==> src/rtl/tx_queue_sched_if.sv <==
// Bundle between tx_queue_sched and its producers, the transmit byte FIFO and uart_tx.
// Every handshake here (req_valid/req_ready, tx_valid/tx_ready) transfers exactly on a cycle where
// valid & ready are both high at the rising edge; a source holds data stable until that cycle.
interface tx_queue_sched_if #(
  parameter int NREQ = 2,
  parameter int TO_W = 8
);
  logic [NREQ-1:0]   req_valid;
  logic [8*NREQ-1:0] req_data;
  logic [NREQ-1:0]   req_last;
  logic [NREQ-1:0]   req_ready;
  logic              q_enqueue;
  logic [7:0]        q_enqueue_data;
  logic              q_full;
  logic              q_dequeue;
  logic [7:0]        q_head_data;
  logic              q_empty;
  logic              tx_valid;
  logic [7:0]        tx_data;
  logic              tx_ready;
  logic [1:0]        owner;
  logic              busy;
  logic [TO_W-1:0]   to_count;

  modport slave (
    input  req_valid, req_data, req_last, q_full, q_head_data, q_empty, tx_ready,
    output req_ready, q_enqueue, q_enqueue_data, q_dequeue, tx_valid, tx_data, owner, busy, to_count
  );

  modport master (
    output req_valid, req_data, req_last, q_full, q_head_data, q_empty, tx_ready,
    input  req_ready, q_enqueue, q_enqueue_data, q_dequeue, tx_valid, tx_data, owner, busy, to_count
  );
endinterface

==> src/rtl/tx_queue_sched.sv <==
// Round-robin message arbiter in front of the transmit FIFO, plus a one-byte registered drain stage
// from the FIFO head into uart_tx. busy mirrors the arbiter FSM state bit (GRANT).
module tx_queue_sched #(
  parameter int NREQ    = 2,
  parameter int TIMEOUT = 255,
  parameter int TO_W    = 8
) (
  input  logic            clk,
  input  logic            rst,
  input  logic            en,
  tx_queue_sched_if.slave bus
);
  localparam logic [0:0] S_IDLE  = 1'b0;
  localparam logic [0:0] S_GRANT = 1'b1;

  logic [0:0]      r_state;
  logic [1:0]      r_owner;
  logic [1:0]      r_rr_ptr;
  logic [TO_W-1:0] r_to_cnt;
  logic [TO_W-1:0] r_to_count;
  logic            r_tx_valid;
  logic [7:0]      r_tx_data;

  logic            w_clear;
  logic            w_grant;
  logic            w_accept;
  logic            w_timeout;
  logic            w_load;
  logic            w_own_valid;
  logic            w_own_last;
  logic [7:0]      w_own_data;
  logic            w_any;
  logic            w_hit;
  logic [1:0]      w_pick;
  logic [2:0]      w_idx;
  logic [1:0]      w_next_rr;

  assign w_clear = rst | ~en;

  always_comb begin
    w_own_valid = 1'b0;
    w_own_last  = 1'b0;
    w_own_data  = 8'h00;
    for (int i = 0; i < NREQ; i++) begin
      if (r_owner == 2'(i)) begin
        w_own_valid = bus.req_valid[i];
        w_own_last  = bus.req_last[i];
        w_own_data  = bus.req_data[8*i +: 8];
      end
    end
  end

  // First valid requester at or after rr_ptr, wrapping at NREQ.
  always_comb begin
    w_any  = 1'b0;
    w_pick = 2'd0;
    w_idx  = 3'd0;
    w_hit  = 1'b0;
    for (int k = 0; k < NREQ; k++) begin
      w_idx = {1'b0, r_rr_ptr} + 3'(k);
      if (w_idx >= 3'(NREQ)) w_idx = w_idx - 3'(NREQ);
      w_hit = 1'b0;
      for (int j = 0; j < NREQ; j++) begin
        if (w_idx == 3'(j)) w_hit = bus.req_valid[j];
      end
      if (w_hit && !w_any) begin
        w_any  = 1'b1;
        w_pick = w_idx[1:0];
      end
    end
  end

  assign w_next_rr = (r_owner == 2'(NREQ - 1)) ? 2'd0 : r_owner + 2'd1;
  assign w_grant   = (r_state == S_GRANT) & ~w_clear;
  assign w_accept  = w_grant & w_own_valid & ~bus.q_full;
  // The idle cycle that brings the count to TIMEOUT is the one that revokes the grant.
  assign w_timeout = w_grant & ~w_own_valid & (r_to_cnt == TO_W'(TIMEOUT - 1));
  assign w_load    = ~w_clear & ~bus.q_empty & (~r_tx_valid | bus.tx_ready);

  always_comb begin
    bus.req_ready = '0;
    for (int i = 0; i < NREQ; i++) begin
      if (w_grant && (r_owner == 2'(i))) bus.req_ready[i] = ~bus.q_full;
    end
  end

  assign bus.q_enqueue      = w_accept;
  assign bus.q_enqueue_data = w_grant ? w_own_data : 8'h00;
  assign bus.q_dequeue      = w_load;
  assign bus.tx_valid       = r_tx_valid;
  assign bus.tx_data        = r_tx_data;
  assign bus.owner          = r_owner;
  assign bus.busy           = (r_state == S_GRANT);
  assign bus.to_count       = r_to_count;

  always_ff @(posedge clk) begin
    if (w_clear) begin
      r_state  <= S_IDLE;
      r_owner  <= 2'd0;
      r_rr_ptr <= 2'd0;
      r_to_cnt <= '0;
    end else begin
      case (r_state)
        S_IDLE: begin
          if (w_any) begin
            r_owner  <= w_pick;
            r_state  <= S_GRANT;
            r_to_cnt <= '0;
          end
        end
        S_GRANT: begin
          if (w_accept) begin
            r_to_cnt <= '0;
            if (w_own_last) begin
              r_state  <= S_IDLE;
              r_rr_ptr <= w_next_rr;
            end
          end else if (w_timeout) begin
            r_state  <= S_IDLE;
            r_rr_ptr <= w_next_rr;
            r_to_cnt <= '0;
          end else if (!w_own_valid) begin
            r_to_cnt <= r_to_cnt + 1'b1;
          end
        end
        default: r_state <= S_IDLE;
      endcase
    end
  end

  // Revocation count survives a soft flush; only a hard reset clears it.
  always_ff @(posedge clk) begin
    if (rst) begin
      r_to_count <= '0;
    end else if (w_timeout && (r_to_count != '1)) begin
      r_to_count <= r_to_count + 1'b1;
    end
  end

  always_ff @(posedge clk) begin
    if (w_clear) begin
      r_tx_valid <= 1'b0;
      r_tx_data  <= 8'h00;
    end else if (w_load) begin
      r_tx_valid <= 1'b1;
      r_tx_data  <= bus.q_head_data;
    end else if (bus.tx_ready) begin
      r_tx_valid <= 1'b0;
    end
  end
endmodule

==> src/flat_wrapper.sv <==
// flat-port wrapper written by rule: the top's interface ports become plain ports
module tx_queue_sched_flat 
#(
  parameter int NREQ    = 2,
  parameter int TIMEOUT = 255,
  parameter int TO_W    = 8
)
  (clk, rst, en, bus_req_valid, bus_req_data, bus_req_last, bus_q_full, bus_q_head_data, bus_q_empty, bus_tx_ready, bus_req_ready, bus_q_enqueue, bus_q_enqueue_data, bus_q_dequeue, bus_tx_valid, bus_tx_data, bus_owner, bus_busy, bus_to_count);
  tx_queue_sched_if #(.NREQ(NREQ), .TO_W(TO_W)) bus_i ();
  input  logic clk;
  input  logic rst;
  input  logic en;
  input wire logic [$bits(bus_i.req_valid)-1:0] bus_req_valid;
  input wire logic [$bits(bus_i.req_data)-1:0] bus_req_data;
  input wire logic [$bits(bus_i.req_last)-1:0] bus_req_last;
  input wire logic [$bits(bus_i.q_full)-1:0] bus_q_full;
  input wire logic [$bits(bus_i.q_head_data)-1:0] bus_q_head_data;
  input wire logic [$bits(bus_i.q_empty)-1:0] bus_q_empty;
  input wire logic [$bits(bus_i.tx_ready)-1:0] bus_tx_ready;
  output wire logic [$bits(bus_i.req_ready)-1:0] bus_req_ready;
  output wire logic [$bits(bus_i.q_enqueue)-1:0] bus_q_enqueue;
  output wire logic [$bits(bus_i.q_enqueue_data)-1:0] bus_q_enqueue_data;
  output wire logic [$bits(bus_i.q_dequeue)-1:0] bus_q_dequeue;
  output wire logic [$bits(bus_i.tx_valid)-1:0] bus_tx_valid;
  output wire logic [$bits(bus_i.tx_data)-1:0] bus_tx_data;
  output wire logic [$bits(bus_i.owner)-1:0] bus_owner;
  output wire logic [$bits(bus_i.busy)-1:0] bus_busy;
  output wire logic [$bits(bus_i.to_count)-1:0] bus_to_count;
  assign bus_i.req_valid = bus_req_valid;
  assign bus_i.req_data = bus_req_data;
  assign bus_i.req_last = bus_req_last;
  assign bus_i.q_full = bus_q_full;
  assign bus_i.q_head_data = bus_q_head_data;
  assign bus_i.q_empty = bus_q_empty;
  assign bus_i.tx_ready = bus_tx_ready;
  assign bus_req_ready = bus_i.req_ready;
  assign bus_q_enqueue = bus_i.q_enqueue;
  assign bus_q_enqueue_data = bus_i.q_enqueue_data;
  assign bus_q_dequeue = bus_i.q_dequeue;
  assign bus_tx_valid = bus_i.tx_valid;
  assign bus_tx_data = bus_i.tx_data;
  assign bus_owner = bus_i.owner;
  assign bus_busy = bus_i.busy;
  assign bus_to_count = bus_i.to_count;
  tx_queue_sched #(.NREQ(NREQ), .TIMEOUT(TIMEOUT), .TO_W(TO_W)) u_core (.clk(clk), .rst(rst), .en(en), .bus(bus_i));
endmodule
==> config.mk <==
export PLATFORM = sky130hd
export DESIGN_NAME = tx_queue_sched_flat
export DESIGN_NICKNAME = d
export VERILOG_FILES = /design/src/rtl/tx_queue_sched_if.sv /design/src/rtl/tx_queue_sched.sv /design/src/flat_wrapper.sv
export SDC_FILE = /design/constraint.sdc
export NUM_CORES = 1
export LEC_CHECK = 0
export CAP_MARGIN = 10
export CORE_MARGIN = 4
export CORE_UTILIZATION = 31
export CTS_BUF_LIST = sky130_fd_sc_hd__clkbuf_2 sky130_fd_sc_hd__clkbuf_4 sky130_fd_sc_hd__clkbuf_8
export DETAILED_ROUTE_END_ITERATION = 10
export PLACE_DENSITY = 0.7
export SYNTH_ARGS = -nofsm -noshare
export SYNTH_HDL_FRONTEND = slang
export SYNTH_SLANG_ARGS = --single-unit
==> constraint.sdc <==
create_clock -name clk -period 4.1 [get_ports clk]
set_input_delay 0.82 -clock clk [delete_from_list [all_inputs] [get_ports clk]]
set_output_delay 0.82 -clock clk [all_outputs]
set_load 0.01 [all_outputs]
# Yosys cells after proc, flatten, opt, wreduce, memory -nomap -nowiden
# Index checks and enable logic that the tools add are counted.
# word_totals
word_cells	87
register_bits	30
out_inout_bits	32
in_bits	34
# op_classes
muxes	35
n_addsub	6
reduce_logical	13
magnitude_cmp	2
bitwise_logic	16
n_eq_ne	8
# op_table
operator	n
$mux 8	7
$mux 1	18
$add 8x1->8 const B	2
$pmux 8 s2	1
$mux 2	6
$eq 8x8->1 const B	1
$ne 8x8->1 const B	1
$and 1x1->1	7
$not 1->1	7
$eq 3x1->1 const B	2
$logic_not 3->1	2
$mux 3	2
$logic_and 1x1->1	4
$ne 2x1->1 const B	2
$ne 4x4->1 const B	1
$reduce_and 2->1	2
$reduce_bool 2->1	2
$add 2x1->3 const B	1
$ge 3x2->1 const B	1
$reduce_and 3->1	1
$sub 2x2->3 const B	1
$sub 3x2->3 const B	1
$add 2x1->2 const B	1
$eq 2x1->1 const B	1
other kinds (5)	6

# Longest topological paths before layout
# logic_depth
word_depth	11
depth_mapped	7
mapped_depth_nobuf	6

# Worst setup path before layout
# OpenSTA, ideal clock, no wires.
# synth_path
kind	in2out
start	input port rst
end	output port bus_q_dequeue
t_required_ps	3280
path_slack_ps	1495
t_arrival_ps	1785
path_stages	3
n_path_buf	1
cell_sequence	nand2b_1 nor3_1 clkbuf_1
# synth_between
elab_chain_cells	4
# synth_rtl
item	line_no	source
from (decl)	flat_wrapper.sv:11	input logic rst;
$or 1x1->1	tx_queue_sched.sv:38	assign w_clear = rst | ~en;
$not 1->1	tx_queue_sched.sv:78	assign w_load = ~w_clear & ~bus.q_empty & (~r_tx_valid | bus.tx_ready);
$and 1x1->1 (2 in series)	tx_queue_sched.sv:78	
to (decl)	flat_wrapper.sv:23	output wire logic [$bits(bus_i.q_dequeue)-1:0] bus_q_dequeue;
# No other way between the ends.

# Worst setup path after layout
# layout_path
start	input port en
end	output port bus_q_enqueue_data[0]
# layout_between
elab_chain_cells	5
# layout_rtl
item	line_no	source
from (decl)	flat_wrapper.sv:12	input logic en;
$not 1->1	tx_queue_sched.sv:38	
$or 1x1->1	tx_queue_sched.sv:38	
$not 1->1	tx_queue_sched.sv:74	assign w_grant = (r_state == S_GRANT) & ~w_clear;
$and 1x1->1	tx_queue_sched.sv:74	
$mux 8	tx_queue_sched.sv:88	assign bus.q_enqueue_data = w_grant ? w_own_data : 8'h00;
to (decl)	flat_wrapper.sv:22	output wire logic [$bits(bus_i.q_enqueue_data)-1:0] bus_q_enqueue_data;
# No other way between the ends.

==> impl_metrics.prom <==
# TYPE chip_impl_metric gauge
chip_impl_info{name="result_of_the_run",value="completed"} 1
chip_impl_metric{name="avgRoutedWirePerCell",unit="um"} 13.5
chip_impl_metric{name="detailedRoute.firstPassIterationCount",unit=""} 4
chip_impl_metric{name="grt_remaining_overflow",unit=""} 0
chip_impl_metric{name="die_outline_area",unit="mm2"} 0.00684
chip_impl_metric{name="die_w",unit="um"} 82.7
chip_impl_metric{name="synthToLayoutAreaGrowth",unit="%"} 47.5
chip_impl_info{name="synth_area_leader_cell",value="dfxtp_1"} 1
chip_impl_info{name="synth_top_cells_by_area",value="dfxtp_1 35%, mux2i_1 6.9%, nand2_1 5.0%"} 1
chip_impl_info{name="min_path_type",value="register to register"} 1
chip_impl_metric{name="post_route_utilization",unit="%"} 48.4
chip_impl_info{name="r2r-end",value="u_core.bus.to_count[4]"} 1
chip_impl_metric{name="cts_num_sinks",unit=""} 30
chip_impl_metric{name="worst_path_max_stage_delay",unit="ns"} 0.55
chip_impl_metric{name="io_buffer_count",unit=""} 65
chip_impl_metric{name="ff2ff_path_depth",unit=""} 5
chip_impl_metric{name="count_of_hold_fix_buffers_inserted_at_cts",unit=""} 0
chip_impl_metric{name="worstSkewPairLatency",unit="ns"} 0.27
chip_impl_metric{name="grt_start_max_net_pins",unit=""} 17
chip_impl_info{name="count_leader_synth",value="dfxtp_1"} 1
chip_impl_metric{name="routed-via-count",unit=""} 1728
chip_impl_metric{name="hold_viol",unit=""} 0
chip_impl_metric{name="height_of_the_chip",unit="um"} 82.7
chip_impl_metric{name="dr.first_iter.drc_count",unit=""} 59
chip_impl_info{name="criticalPathCategory",value="primary input to primary output"} 1
chip_impl_metric{name="antenna-diode-count",unit=""} 0
chip_impl_metric{name="first_global_vias",unit=""} 1574
chip_impl_info{name="timing.critical_path.to",value="bus_q_enqueue_data[0]"} 1
chip_impl_metric{name="synth_cells",unit=""} 204
chip_impl_metric{name="synth-async-reset-ratio",unit="%"} 0
chip_impl_metric{name="number_of_clock_buffers_inserted_by_tritoncts",unit=""} 5
chip_impl_metric{name="number_of_flops_mapped_to_enable_cells_by_yosys",unit=""} 0
chip_impl_metric{name="pwr_density_cell",unit="mW/mm2"} 260
chip_impl_info{name="slowest_stage",value="clkdlybuf4s50_1"} 1
chip_impl_metric{name="post-route-drc-count",unit=""} 0
chip_impl_metric{name="critPathArrivalTime",unit="ns"} 2.53
chip_impl_info{name="top_cells_by_count_synth",value="30 x dfxtp_1, 23 x nand2_1, 14 x nor2_1"} 1
chip_impl_metric{name="antenna_violating_nets_post_route",unit=""} 0
chip_impl_metric{name="area.sequential",unit="um2"} 601
chip_impl_metric{name="initial_utilization",unit="%"} 32.8
chip_impl_metric{name="core_box_area",unit="mm2"} 0.00527
chip_impl_info{name="cts_tree",value="built"} 1
chip_impl_metric{name="cts_resized",unit=""} 0
chip_impl_info{name="ys.flop_type",value="dfxtp_1"} 1
chip_impl_metric{name="crit_cells",unit=""} 5
chip_impl_info{name="timing.rr.start",value="u_core.bus.owner[0]"} 1
chip_impl_metric{name="clock_tree.htree_level_count",unit=""} 2
chip_impl_metric{name="hpwlAfterDp",unit="mm"} 3.53
chip_impl_metric{name="num_rows",unit=""} 26
chip_impl_info{name="cp_common_cell",value="clkdlybuf4s50_1"} 1
chip_impl_metric{name="finish.net_count",unit=""} 306
chip_impl_info{name="grt_setup_unrepaired",value="no"} 1
chip_impl_metric{name="final.setup.tns",unit="ns"} 0
chip_impl_metric{name="postRouteWirelength",unit="mm"} 4.58
chip_impl_metric{name="design.portCount",unit=""} 66
chip_impl_info{name="startpoint_type",value="primary input"} 1
chip_impl_info{name="cpLargestDelayFamily",value="buffers and inverters"} 1
chip_impl_metric{name="number_of_warnings_reported_in_the_yosys_synthesis_log",unit=""} 0
chip_impl_metric{name="seq_area_frac_synth",unit="%"} 34.7
chip_impl_metric{name="reg2reg_slack",unit="ns"} 1.81
chip_impl_metric{name="place.gp.congestion",unit=""} 0.817
chip_impl_metric{name="antenna_found_initial",unit=""} 0
chip_impl_metric{name="synth.avg_cell_area",unit="um2"} 8.48
chip_impl_metric{name="post-cts-setup-buffer-count",unit=""} 0
chip_impl_metric{name="final_std_cells_w_o_fill",unit=""} 340
chip_impl_metric{name="period_share",unit="%"} 81.6
chip_impl_info{name="clk_root_buffer_cell",value="clkbuf_8"} 1
chip_impl_metric{name="worst_slew_margin_rel",unit="%"} 61.6
chip_impl_metric{name="grt_pass1_wl",unit="mm"} 7.21
chip_impl_metric{name="cp.required",unit="ns"} 3.28
chip_impl_metric{name="setup_viol",unit=""} 0
chip_impl_metric{name="max-vdd-ir-drop",unit="uV"} 191
chip_impl_metric{name="layout-drive-gt1-share",unit="%"} 7.78
chip_impl_metric{name="critPathBufInv",unit=""} 2
chip_impl_metric{name="via_density_per_instance",unit=""} 5.08
chip_impl_metric{name="max_slew.worst_pin.slew",unit="ns"} 0.572
chip_impl_metric{name="worst-path-max-fanout",unit=""} 8
chip_impl_metric{name="synth.ff_latch_count",unit=""} 30
chip_impl_metric{name="ys_types",unit=""} 41
chip_impl_metric{name="final.min_clock_period",unit="ns"} 3.35
chip_impl_info{name="crit_start",value="en"} 1
chip_impl_metric{name="drv_cap",unit=""} 0
chip_impl_metric{name="dp.cells",unit=""} 332
chip_impl_metric{name="power.static_leakage",unit="nW"} 0.848
chip_impl_metric{name="fill_cells",unit=""} 503
chip_impl_metric{name="multiInputGateArea",unit="mm2"} 0.00104
chip_impl_metric{name="cts-root-to-sink-buffers",unit=""} 2
chip_impl_metric{name="slew_viol_final",unit=""} 0
chip_impl_info{name="worstPathCellList",value="clkdlybuf4s50_1 > nor2b_1 > nand3_1 > nor2_1 > clkdlybuf4s50_1"} 1
chip_impl_metric{name="fin_skew",unit="ns"} 0.00433
chip_impl_metric{name="grtUsageTotal",unit="%"} 13.5
chip_impl_info{name="cp-end-kind",value="primary output"} 1
chip_impl_metric{name="postSynthNetCount",unit=""} 241
chip_impl_metric{name="post_syn_area",unit="mm2"} 0.00173
chip_impl_metric{name="maxClockFrequency",unit="MHz"} 299
chip_impl_metric{name="post-synth-top-area-fraction",unit="%"} 34.7
chip_impl_metric{name="clkSlewWorstSetupHoldPaths",unit="ns"} 0.06
[stage by stage]
| step | hold slack [ns] | setup WS, ns | total power, mW | cell area (um2) |
|---|---|---|---|---|
| 2_1_floorplan | 0.444 | 1.50 | 0.341 | 1730 |
| 3_3_place_gp | 0.443 | 0.782 | 0.394 | 2440 |
| 3_5_place_dp | 0.453 | 0.747 | 0.395 | 2440 |
| 4_1_cts | 0.461 | 0.739 | 0.674 | 2550 |
| 5_1_grt | 0.488 | 0.598 | 0.698 | 2550 |
| 6_report | 0.456 | 0.755 | 0.665 | 2550 |
[worst min-delay path by stage]
stage / startpoint / to / slack (ns) / cells past startpoint
final: u_core.bus.tx_data[3] / u_core.bus.tx_data[3] / 0.46 / 2
after detailed placement: u_core.bus.tx_data[0] / u_core.bus.tx_data[0] / 0.45 / 2
after global placement: u_core.bus.tx_data[5] / u_core.bus.tx_data[5] / 0.44 / 2
after CTS: u_core.bus.tx_data[3] / u_core.bus.tx_data[3] / 0.46 / 2
after global routing: u_core.bus.tx_data[6] / u_core.bus.tx_data[6] / 0.49 / 2
after floorplan: u_core.r_rr_ptr[0] / u_core.r_rr_ptr[0] / 0.44 / 2
[flip-flops by register name (all words and copies together), names as in the netlist]
name                 cells
u_core.bus.busy          1
u_core.bus.tx_data       8
u_core.bus.to_count      8
u_core.bus.tx_valid      1
u_core.r_to_cnt          8
u_core.r_rr_ptr          2
u_core.bus.owner         2
[cells by family (layout without fill, tap and decap cells)]
kind of cell	Yosys count	count (layout)	share of synthesized area, %
simple gates	97	97	32.6
compound gates	38	38	14.5
flops	30	30	34.7
mux	18	18	11.1
buf+inv	18	84	4.99
fa+ha+maj	3	3	2.17
[power breakdown]
part | total [mW] | switching, mW | internal (mW)
Clock | 0.276 | 0.107 | 0.169
Sequential | 0.301 | 0.00500 | 0.296
Combinational | 0.0874 | 0.0350 | 0.0524
Total | 0.665 | 0.147 | 0.518
[worst min-delay path: stages (launching register included)]
cell and delay (ns):
dfxtp_1 0.31, nand2_1 0.05, o21ai_0 0.06
[cell type report]
type,instances,share of cell area [%]
Clock buffer,8,4.31
Inverter,6,0.882
Multi-Input combinational cell,156,40.9
Sequential cell,30,23.5
Tap cell,70,3.43
Timing Repair Buffer,70,27.0
[placed cells by master, fill, tap and decap left out, types with 2 or more instances in the layout]
master           Yosys  final
buf_4                0      5
a21oi_1              5      5
dfxtp_1             30     30
and3_1               4      4
a22oi_1              5      5
ha_1                 3      3
nor4_2               4      4
nand2b_1             3      3
nand3_1              8      8
nor2b_1              8      8
o21ai_1              2      2
o21ai_0             11     11
clkdlybuf4s50_1      0     65
nor4_1               3      3
nor2_1              14     14
nand2_1             23     23
mux2i_1             12     12
inv_1                6      6
nor3_1               4      4
or3_1                6      6
o31ai_1              6      6
clkbuf_8             0      8
and4_1               3      3
o211ai_1             3      3
nand4_1              4      4
mux2_1               5      5
or4_1                6      6
[layer usage]
layer | global-route usage (%) | up-vias | wire length (um)
li1 | - | 885 | -
met4 | 3.10 | 0 | 20
met1 | 17.3 | 792 | 2020
met3 | 4.99 | 4 | 340
met5 | 0 | - | 0
met2 | 21.6 | 47 | 2200
(Power assumes the default switching activity.)
